==> src/rtl/lsb_mem_port_pkg.sv <==
// Shared types and constants for the load/store-buffer memory port.
// Holds the funct3 load encodings, the FSM state type and the byte-count helper.
package lsb_mem_port_pkg;

  localparam int LSB_WIDTH_DEF  = 3;
  localparam int ADDR_WIDTH_DEF = 32;
  localparam int VAL_WIDTH_DEF  = 32;

  localparam logic [2:0] F3_LB  = 3'b000;
  localparam logic [2:0] F3_LH  = 3'b001;
  localparam logic [2:0] F3_LW  = 3'b010;
  localparam logic [2:0] F3_LBU = 3'b100;
  localparam logic [2:0] F3_LHU = 3'b101;

  // Address segment [17:16] that maps onto the UART.
  localparam logic [1:0] IO_SEG = 2'b11;

  typedef enum logic [1:0] {
    ST_IDLE  = 2'd0,
    ST_LOAD  = 2'd1,
    ST_STORE = 2'd2
  } state_e;

  // Index of the last byte of an access: byte=0, half=1, word=3.
  function automatic logic [1:0] last_byte(input logic [2:0] funct3);
    case (funct3)
      3'b000, 3'b100: last_byte = 2'd0;
      3'b001, 3'b101: last_byte = 2'd1;
      default:        last_byte = 2'd3;
    endcase
  endfunction

endpackage

==> src/rtl/lsb_mem_port_if.sv <==
// Request/response and RAM-bus signals between the load/store buffer, the
// memory port (slave) and the RAM/IO side.
interface lsb_mem_port_if #(
  parameter int LSB_WIDTH  = 3,
  parameter int ADDR_WIDTH = 32,
  parameter int VAL_WIDTH  = 32
);
  logic                  load_valid;
  logic [ADDR_WIDTH-1:0] load_addr;
  logic [2:0]            load_funct3;
  logic [LSB_WIDTH-1:0]  load_id;
  logic                  load_ready;
  logic                  store_valid;
  logic [ADDR_WIDTH-1:0] store_addr;
  logic [VAL_WIDTH-1:0]  store_val;
  logic [2:0]            store_funct3;
  logic                  store_ready;
  logic                  mem2lsb_load_en;
  logic [LSB_WIDTH-1:0]  mem2lsb_load_id;
  logic [VAL_WIDTH-1:0]  mem2lsb_load_val;
  logic                  mem2lsb_store_en;
  logic [7:0]            mem_din;
  logic [7:0]            mem_dout;
  logic [ADDR_WIDTH-1:0] mem_a;
  logic                  mem_wr;
  logic                  io_buffer_full;

  modport slave (
    input  load_valid, load_addr, load_funct3, load_id,
    input  store_valid, store_addr, store_val, store_funct3,
    input  mem_din, io_buffer_full,
    output load_ready, store_ready,
    output mem2lsb_load_en, mem2lsb_load_id, mem2lsb_load_val, mem2lsb_store_en,
    output mem_dout, mem_a, mem_wr
  );

  modport master (
    output load_valid, load_addr, load_funct3, load_id,
    output store_valid, store_addr, store_val, store_funct3,
    output mem_din, io_buffer_full,
    input  load_ready, store_ready,
    input  mem2lsb_load_en, mem2lsb_load_id, mem2lsb_load_val, mem2lsb_store_en,
    input  mem_dout, mem_a, mem_wr
  );
endinterface

==> src/rtl/lsb_mem_port_load_extend.sv <==
// Sign/zero extension of assembled little-endian load bytes according to funct3.
module lsb_mem_port_load_extend
  import lsb_mem_port_pkg::*;
#(
  parameter int VAL_WIDTH = 32
) (
  input  logic [2:0]           funct3_i,
  input  logic [VAL_WIDTH-1:0] raw_i,
  output logic [VAL_WIDTH-1:0] val_o
);

  // Select extension by access size and signedness.
  always_comb begin
    val_o = raw_i;
    case (funct3_i)
      F3_LB:   val_o = {{(VAL_WIDTH-8){raw_i[7]}}, raw_i[7:0]};
      F3_LH:   val_o = {{(VAL_WIDTH-16){raw_i[15]}}, raw_i[15:0]};
      F3_LBU:  val_o = {{(VAL_WIDTH-8){1'b0}}, raw_i[7:0]};
      F3_LHU:  val_o = {{(VAL_WIDTH-16){1'b0}}, raw_i[15:0]};
      F3_LW:   val_o = raw_i;
      default: val_o = raw_i;
    endcase
  end

endmodule

==> src/rtl/lsb_mem_port.sv <==
// Memory-side responder for the load/store buffer: serialises one load or store
// at a time onto the 8-bit RAM bus and returns tagged load data or a store-done pulse.
module lsb_mem_port
  import lsb_mem_port_pkg::*;
#(
  parameter int LSB_WIDTH  = LSB_WIDTH_DEF,
  parameter int ADDR_WIDTH = ADDR_WIDTH_DEF,
  parameter int VAL_WIDTH  = VAL_WIDTH_DEF
) (
  input logic           clk,
  input logic           rst_in,
  input logic           rdy_in,
  input logic           flush,
  lsb_mem_port_if.slave bus
);

  state_e                state_q;
  logic [ADDR_WIDTH-1:0] addr_q;
  logic [2:0]            funct3_q;
  logic [LSB_WIDTH-1:0]  id_q;
  logic [1:0]            k_q;
  logic [1:0]            last_q;
  logic [1:0]            rd_off_q;
  logic                  rd_vld_q;
  logic [VAL_WIDTH-1:0]  buf_q;
  logic [VAL_WIDTH-1:0]  buf_d;
  logic [VAL_WIDTH-1:0]  st_sh_q;
  logic [VAL_WIDTH-1:0]  ext_s;
  logic [ADDR_WIDTH-1:0] mem_a_q;
  logic [7:0]            mem_dout_q;
  logic                  wr_q;
  logic                  load_en_q;
  logic                  store_en_q;
  logic [LSB_WIDTH-1:0]  load_id_q;
  logic [VAL_WIDTH-1:0]  load_val_q;
  logic                  idle_s;
  logic                  store_go_s;
  logic                  load_go_s;
  logic                  io_block_s;
  logic                  wr_fire_s;
  logic [ADDR_WIDTH-1:0] next_a_s;

  // Handshake decode, write gating and assembly of the byte arriving on mem_din.
  always_comb begin
    idle_s     = (state_q == ST_IDLE) && rdy_in;
    store_go_s = idle_s && bus.store_valid;
    load_go_s  = idle_s && !bus.store_valid && !flush && bus.load_valid;
    io_block_s = (addr_q[17:16] == IO_SEG) && bus.io_buffer_full;
    wr_fire_s  = wr_q && rdy_in && !io_block_s;
    next_a_s   = addr_q + ADDR_WIDTH'({1'b0, k_q} + 3'd1);
    buf_d      = buf_q;
    if (rd_vld_q) begin
      buf_d[{rd_off_q, 3'b000} +: 8] = bus.mem_din;
    end else begin
      buf_d = buf_q;
    end
  end

  lsb_mem_port_load_extend #(.VAL_WIDTH(VAL_WIDTH)) u_ext (
    .funct3_i (funct3_q),
    .raw_i    (buf_d),
    .val_o    (ext_s)
  );

  assign bus.load_ready       = idle_s && !flush && !bus.store_valid;
  assign bus.store_ready      = idle_s;
  assign bus.mem_wr           = wr_fire_s;
  assign bus.mem_a            = mem_a_q;
  assign bus.mem_dout         = mem_dout_q;
  assign bus.mem2lsb_load_en  = load_en_q;
  assign bus.mem2lsb_load_id  = load_id_q;
  assign bus.mem2lsb_load_val = load_val_q;
  assign bus.mem2lsb_store_en = store_en_q;

  // Transfer FSM with registered bus and result outputs.
  always_ff @(posedge clk) begin
    if (!rst_in) begin
      state_q    <= ST_IDLE;
      addr_q     <= {ADDR_WIDTH{1'b0}};
      funct3_q   <= 3'd0;
      id_q       <= {LSB_WIDTH{1'b0}};
      k_q        <= 2'd0;
      last_q     <= 2'd0;
      rd_off_q   <= 2'd0;
      rd_vld_q   <= 1'b0;
      buf_q      <= {VAL_WIDTH{1'b0}};
      st_sh_q    <= {VAL_WIDTH{1'b0}};
      mem_a_q    <= {ADDR_WIDTH{1'b0}};
      mem_dout_q <= 8'd0;
      wr_q       <= 1'b0;
      load_en_q  <= 1'b0;
      store_en_q <= 1'b0;
      load_id_q  <= {LSB_WIDTH{1'b0}};
      load_val_q <= {VAL_WIDTH{1'b0}};
    end else begin
      load_en_q  <= 1'b0;
      store_en_q <= 1'b0;
      // Read tracking follows the RAM even through stalls, so a byte already
      // in flight on mem_din is never lost while the address is held.
      if (state_q == ST_LOAD) begin
        rd_vld_q <= 1'b1;
        rd_off_q <= k_q;
        buf_q    <= buf_d;
      end else begin
        rd_vld_q <= 1'b0;
      end
      if (rdy_in) begin
        case (state_q)
          ST_IDLE: begin
            if (store_go_s) begin
              state_q    <= ST_STORE;
              addr_q     <= bus.store_addr;
              last_q     <= last_byte(bus.store_funct3);
              k_q        <= 2'd0;
              mem_a_q    <= bus.store_addr;
              mem_dout_q <= bus.store_val[7:0];
              st_sh_q    <= bus.store_val >> 4'd8;
              wr_q       <= 1'b1;
            end else if (load_go_s) begin
              state_q  <= ST_LOAD;
              addr_q   <= bus.load_addr;
              funct3_q <= bus.load_funct3;
              id_q     <= bus.load_id;
              last_q   <= last_byte(bus.load_funct3);
              k_q      <= 2'd0;
              mem_a_q  <= bus.load_addr;
            end
          end
          ST_LOAD: begin
            if (flush) begin
              state_q <= ST_IDLE;
            end else if (rd_vld_q && (rd_off_q == last_q)) begin
              state_q    <= ST_IDLE;
              load_en_q  <= 1'b1;
              load_id_q  <= id_q;
              load_val_q <= ext_s;
            end else if (k_q != last_q) begin
              k_q     <= k_q + 2'd1;
              mem_a_q <= next_a_s;
            end
          end
          ST_STORE: begin
            if (wr_fire_s) begin
              if (k_q == last_q) begin
                state_q    <= ST_IDLE;
                wr_q       <= 1'b0;
                store_en_q <= 1'b1;
              end else begin
                k_q        <= k_q + 2'd1;
                mem_a_q    <= next_a_s;
                mem_dout_q <= st_sh_q[7:0];
                st_sh_q    <= st_sh_q >> 4'd8;
              end
            end
          end
          default: state_q <= ST_IDLE;
        endcase
      end
    end
  end

endmodule

==> src/flat_wrapper.sv <==
// flat-port wrapper written by rule: the top's interface ports become plain ports
module lsb_mem_port_flat import lsb_mem_port_pkg::*;
#(
  parameter int LSB_WIDTH  = LSB_WIDTH_DEF,
  parameter int ADDR_WIDTH = ADDR_WIDTH_DEF,
  parameter int VAL_WIDTH  = VAL_WIDTH_DEF
)
  (clk, rst_in, rdy_in, flush, bus_load_valid, bus_load_addr, bus_load_funct3, bus_load_id, bus_store_valid, bus_store_addr, bus_store_val, bus_store_funct3, bus_mem_din, bus_io_buffer_full, bus_load_ready, bus_store_ready, bus_mem2lsb_load_en, bus_mem2lsb_load_id, bus_mem2lsb_load_val, bus_mem2lsb_store_en, bus_mem_dout, bus_mem_a, bus_mem_wr);
  lsb_mem_port_if #(.LSB_WIDTH(LSB_WIDTH), .ADDR_WIDTH(ADDR_WIDTH), .VAL_WIDTH(VAL_WIDTH)) bus_i ();
  input logic clk;
  input logic rst_in;
  input logic rdy_in;
  input logic flush;
  input wire logic [$bits(bus_i.load_valid)-1:0] bus_load_valid;
  input wire logic [$bits(bus_i.load_addr)-1:0] bus_load_addr;
  input wire logic [$bits(bus_i.load_funct3)-1:0] bus_load_funct3;
  input wire logic [$bits(bus_i.load_id)-1:0] bus_load_id;
  input wire logic [$bits(bus_i.store_valid)-1:0] bus_store_valid;
  input wire logic [$bits(bus_i.store_addr)-1:0] bus_store_addr;
  input wire logic [$bits(bus_i.store_val)-1:0] bus_store_val;
  input wire logic [$bits(bus_i.store_funct3)-1:0] bus_store_funct3;
  input wire logic [$bits(bus_i.mem_din)-1:0] bus_mem_din;
  input wire logic [$bits(bus_i.io_buffer_full)-1:0] bus_io_buffer_full;
  output wire logic [$bits(bus_i.load_ready)-1:0] bus_load_ready;
  output wire logic [$bits(bus_i.store_ready)-1:0] bus_store_ready;
  output wire logic [$bits(bus_i.mem2lsb_load_en)-1:0] bus_mem2lsb_load_en;
  output wire logic [$bits(bus_i.mem2lsb_load_id)-1:0] bus_mem2lsb_load_id;
  output wire logic [$bits(bus_i.mem2lsb_load_val)-1:0] bus_mem2lsb_load_val;
  output wire logic [$bits(bus_i.mem2lsb_store_en)-1:0] bus_mem2lsb_store_en;
  output wire logic [$bits(bus_i.mem_dout)-1:0] bus_mem_dout;
  output wire logic [$bits(bus_i.mem_a)-1:0] bus_mem_a;
  output wire logic [$bits(bus_i.mem_wr)-1:0] bus_mem_wr;
  assign bus_i.load_valid = bus_load_valid;
  assign bus_i.load_addr = bus_load_addr;
  assign bus_i.load_funct3 = bus_load_funct3;
  assign bus_i.load_id = bus_load_id;
  assign bus_i.store_valid = bus_store_valid;
  assign bus_i.store_addr = bus_store_addr;
  assign bus_i.store_val = bus_store_val;
  assign bus_i.store_funct3 = bus_store_funct3;
  assign bus_i.mem_din = bus_mem_din;
  assign bus_i.io_buffer_full = bus_io_buffer_full;
  assign bus_load_ready = bus_i.load_ready;
  assign bus_store_ready = bus_i.store_ready;
  assign bus_mem2lsb_load_en = bus_i.mem2lsb_load_en;
  assign bus_mem2lsb_load_id = bus_i.mem2lsb_load_id;
  assign bus_mem2lsb_load_val = bus_i.mem2lsb_load_val;
  assign bus_mem2lsb_store_en = bus_i.mem2lsb_store_en;
  assign bus_mem_dout = bus_i.mem_dout;
  assign bus_mem_a = bus_i.mem_a;
  assign bus_mem_wr = bus_i.mem_wr;
  lsb_mem_port #(.LSB_WIDTH(LSB_WIDTH), .ADDR_WIDTH(ADDR_WIDTH), .VAL_WIDTH(VAL_WIDTH)) u_core (.clk(clk), .rst_in(rst_in), .rdy_in(rdy_in), .flush(flush), .bus(bus_i));
endmodule
==> config.mk <==
export PLATFORM = sky130hd
export DESIGN_NAME = lsb_mem_port_flat
export DESIGN_NICKNAME = d
export VERILOG_FILES = /design/src/rtl/lsb_mem_port_pkg.sv /design/src/rtl/lsb_mem_port_if.sv /design/src/rtl/lsb_mem_port_load_extend.sv /design/src/rtl/lsb_mem_port.sv /design/src/flat_wrapper.sv
export SDC_FILE = /design/constraint.sdc
export NUM_CORES = 1
export LEC_CHECK = 0
export ABC_AREA = 1
export CORE_UTILIZATION = 55
export CTS_BUF_LIST = sky130_fd_sc_hd__clkbuf_4 sky130_fd_sc_hd__clkbuf_8 sky130_fd_sc_hd__clkbuf_16
export CTS_CLUSTER_DIAMETER = 120
export DETAILED_ROUTE_END_ITERATION = 8
export PLACE_DENSITY = 0.91
export SLEW_MARGIN = 20
export SYNTH_ARGS = -nofsm -noshare
export SYNTH_HDL_FRONTEND = slang
export SYNTH_SLANG_ARGS = --single-unit
==> constraint.sdc <==
create_clock -name clk -period 3.61 [get_ports clk]
set_input_delay 0.722 -clock clk [delete_from_list [all_inputs] [get_ports clk]]
set_output_delay 0.722 -clock clk [all_outputs]
set_load 0.01 [all_outputs]
==> results.cfg <==
[run_status]
outcome = complete, no violations

[die]
floorplan.rows = 46
initial_core_util = 0.572
core_area_um2 = 16100
fp.dieH_um = 131
fp.dieW_um = 131
io_pins = 200
dieArea_um2 = 17300

[worst_setup_path]
path_class = input pin to output pin
cp_common_cell = clkdlybuf4s50_1
path_cells = clkdlybuf4s50_1 -> nand2_2 -> nor3_1 -> clkdlybuf4s50_1
rr_endpoint = u_core.bus.mem_a[10]$_SDFFE_PN0P_
r2r-start = u_core.k_q[0]$_SDFFE_PN0P_
reg2reg_slack_ps = 980
rr_worst_depth = 13
slowest_stage = clkdlybuf4s50_1
start_kind = input pin
cp_max_fo = 7
cp-end-kind = output pin
slowest_delay_ps = 620
cp.arrival_ps = 2350
required_ps = 2890

[cts]
cts_max_level = 4
clk_transition_reported_paths_ps = 70
cts_post_setup_buffers_inserted = 0
worstSkewPairLatency_ps = 440
cts-root-buf = clkbuf_16
cts_resized = 0
cts_buffer_depth = 2
cts_tree = yes
clock-sinks = 181
cts_made_buffers = 17
postCtsHoldBufs = 0

[synth]
syn-num-nets = 1525
synth_cell_types = 37
ys_seq_elements = 181
postSynthCellCount = 1391
synth_area_um2 = 9220
yosysWarnings = 0
seq_area_frac_synth = 0.393
syn_area_per_cell_um2 = 6.63

[placed_design]
portBuffers = 198
place_congestion = 0.912
hpwl_um = 18900
place_ws_ps = 484
placed_cell_area_um2 = 11300

[pwr]
power.density_nw_per_um2 = 514
irDropWorstVdd_v = 0.000456
power_mw = 6.11
power.leakage_nw = 4.84

[sta]
period_needed_ps = 3070
clock.fmax_ghz = 0.326
fin_crit_sh = 0.851
tightest_slew_ps = 904
rsz0062_at_grt = false
finalMaxSlewViolations = 0
tns_ps = 0
clock_skew_ps = 14.3
hold_viol = 0
setup_viol = 0
setup_slack_ps = 538
relSlewSlack = 0.396

[cells_and_area]
final_area_um2 = 11900
fin_nets = 1683
drive_above_1_share = 0.0564
final_util = 0.738
fillers = 1320
diodes = 0
area_growth_syn_to_layout_pct = 28.9

[run]
maxCapViolations = 0

[detailed_routing]
via_per_inst = 5.49
dr.pass1.iters = 5
dr_total_vias = 9760
detail_route.wl_per_cell_um = 15.1
routed_wl_um = 26800
drtAntennaViolNets = 0
drtIter0Drc = 854
drc = 0

[hold_path]
holdPathEnd = u_core.bus.mem_dout[7]$_SDFFE_PN0P_
holdPathStages = 2
hold_start = u_core.bus.mem_dout[7]$_SDFFE_PN0P_
hp-class = register to register

[grt]
grt_pass1_wl_um = 43500
antenna_found_initial = 0
globalRouteOverflowTotal = 0
grt_max_degree = 94
grtUsageTotal = 0.310
first_global_vias = 9042
[worst max-delay path, delay by kind of cell]
family,cells,cell delay [ps]
buffers and inverters,2,1240
and+or+nand+nor,2,390
[cells in the final DEF (no fill, tap or decap), drive strengths merged]
cell type / netlist / final
or2: 14 / 14
nor3: 5 / 5
clkdlybuf4s50: 0 / 197
ha: 13 / 13
a31oi: 1 / 1
nor2: 125 / 125
a21oi: 149 / 149
inv: 172 / 178
fa: 1 / 1
mux2i: 2 / 2
dfxtp: 181 / 181
a22oi: 17 / 17
clkbuf: 56 / 18
clkinv: 2 / 4
nand4: 8 / 8
o21bai: 1 / 1
bufinv: 0 / 3
o22ai: 24 / 24
a21boi: 2 / 2
a211oi: 19 / 19
buf: 18 / 16
o21ai: 164 / 164
nand3b: 8 / 8
clkinvlp: 0 / 2
nand3: 69 / 69
nand2: 338 / 338
xor2: 2 / 2
[worst max-delay path by stage]
stage / end / cells after the start / start
final: bus_load_ready / 4 / rdy_in
after global routing: bus_load_ready / 4 / rdy_in
after CTS: bus_load_ready / 4 / rdy_in
after detailed placement: u_core.bus.mem_a[6]$_SDFFE_PN0P_ / 11 / rdy_in
after global placement: u_core.bus.mem_a[6]$_SDFFE_PN0P_ / 11 / rdy_in
after floorplan: u_core.bus.mem_a[20]$_SDFFE_PN0P_ / 15 / u_core.k_q[0]$_SDFFE_PN0P_
[Yosys cell counts, drive strengths merged]
cell type | instances | area share
fa | 1 | 0.0022
nand4 | 8 | 0.0061
a211oi | 19 | 0.015
nand2 | 338 | 0.14
a21boi | 2 | 0.0020
a22oi | 17 | 0.014
nor2 | 125 | 0.051
o22ai | 24 | 0.016
a21oi | 149 | 0.081
clkbuf | 56 | 0.023
o21bai | 1 | 0.00081
nand3b | 8 | 0.0065
dfxtp | 181 | 0.39
xor2 | 2 | 0.0019
ha | 13 | 0.018
or2 | 14 | 0.0095
inv | 172 | 0.070
nand3 | 69 | 0.043
o21ai | 164 | 0.089
mux2i | 2 | 0.0022
a31oi | 1 | 0.00068
buf | 18 | 0.012
nor3 | 5 | 0.0039
clkinv | 2 | 0.00095
[power by group]
part	leakage, nW	switching, mW	internal [mW]
registers	1.48	0.169	2.26
clock network	0.296	0.827	1.12
logic	3.07	1.04	0.688
total	4.84	2.04	4.07
[area by class of cell]
| type | count | area, um^2 | share of cell area |
|---|---|---|---|
| sequential | 181 | 3620 | 0.305 |
| timing repair buffer | 213 | 2100 | 0.177 |
| inverter | 174 | 654 | 0.0551 |
| clock buffer | 18 | 439 | 0.0370 |
| multi-input combinational | 962 | 4630 | 0.389 |
| tap | 216 | 270 | 0.0227 |
| clock inverter | 13 | 170 | 0.0143 |
[state kept, by name (all words and copies together), names as in the netlist]
signal	cells
u_core.state_q	2
u_core.buf_q	32
u_core.addr_q	32
u_core.bus.mem_dout	8
u_core.k_q	2
u_core.rd_off_q	2
u_core.bus.mem2lsb_load_en	1
u_core.bus.mem2lsb_load_val	32
u_core.st_sh_q	24
u_core.funct3_q	3
u_core.last_q	2
u_core.bus.mem2lsb_load_id	3
u_core.bus.mem_a	32
u_core.id_q	3
u_core.bus.mem2lsb_store_en	1
u_core.wr_q	1
u_core.rd_vld_q	1
[per-layer routing]
metal,vias up,share of wire,GRT usage
met4,0,0.039,0.159
met1,4425,0.42,0.395
li1,4835,-,-
met5,-,0,0
met3,83,0.069,0.0486
met2,417,0.47,0.506
[metrics by stage]
stage,hold slack [ps],cells
after CTS,448,1777
after detailed placement,437,1746
after global routing,472,1777
after floorplan,425,1391
final,445,1777
after global placement,434,1746
[kinds of logic after synthesis]
| group | share of synthesized area |
|---|---|
| buf+inv | 0.105 |
| xor+xnor | 0.00190 |
| compound gates | 0.219 |
| mux | 0.00217 |
| fa+ha+maj | 0.0198 |
| simple gates | 0.259 |
| flops | 0.393 |
Note: power is estimated with default switching activity, not from simulation.
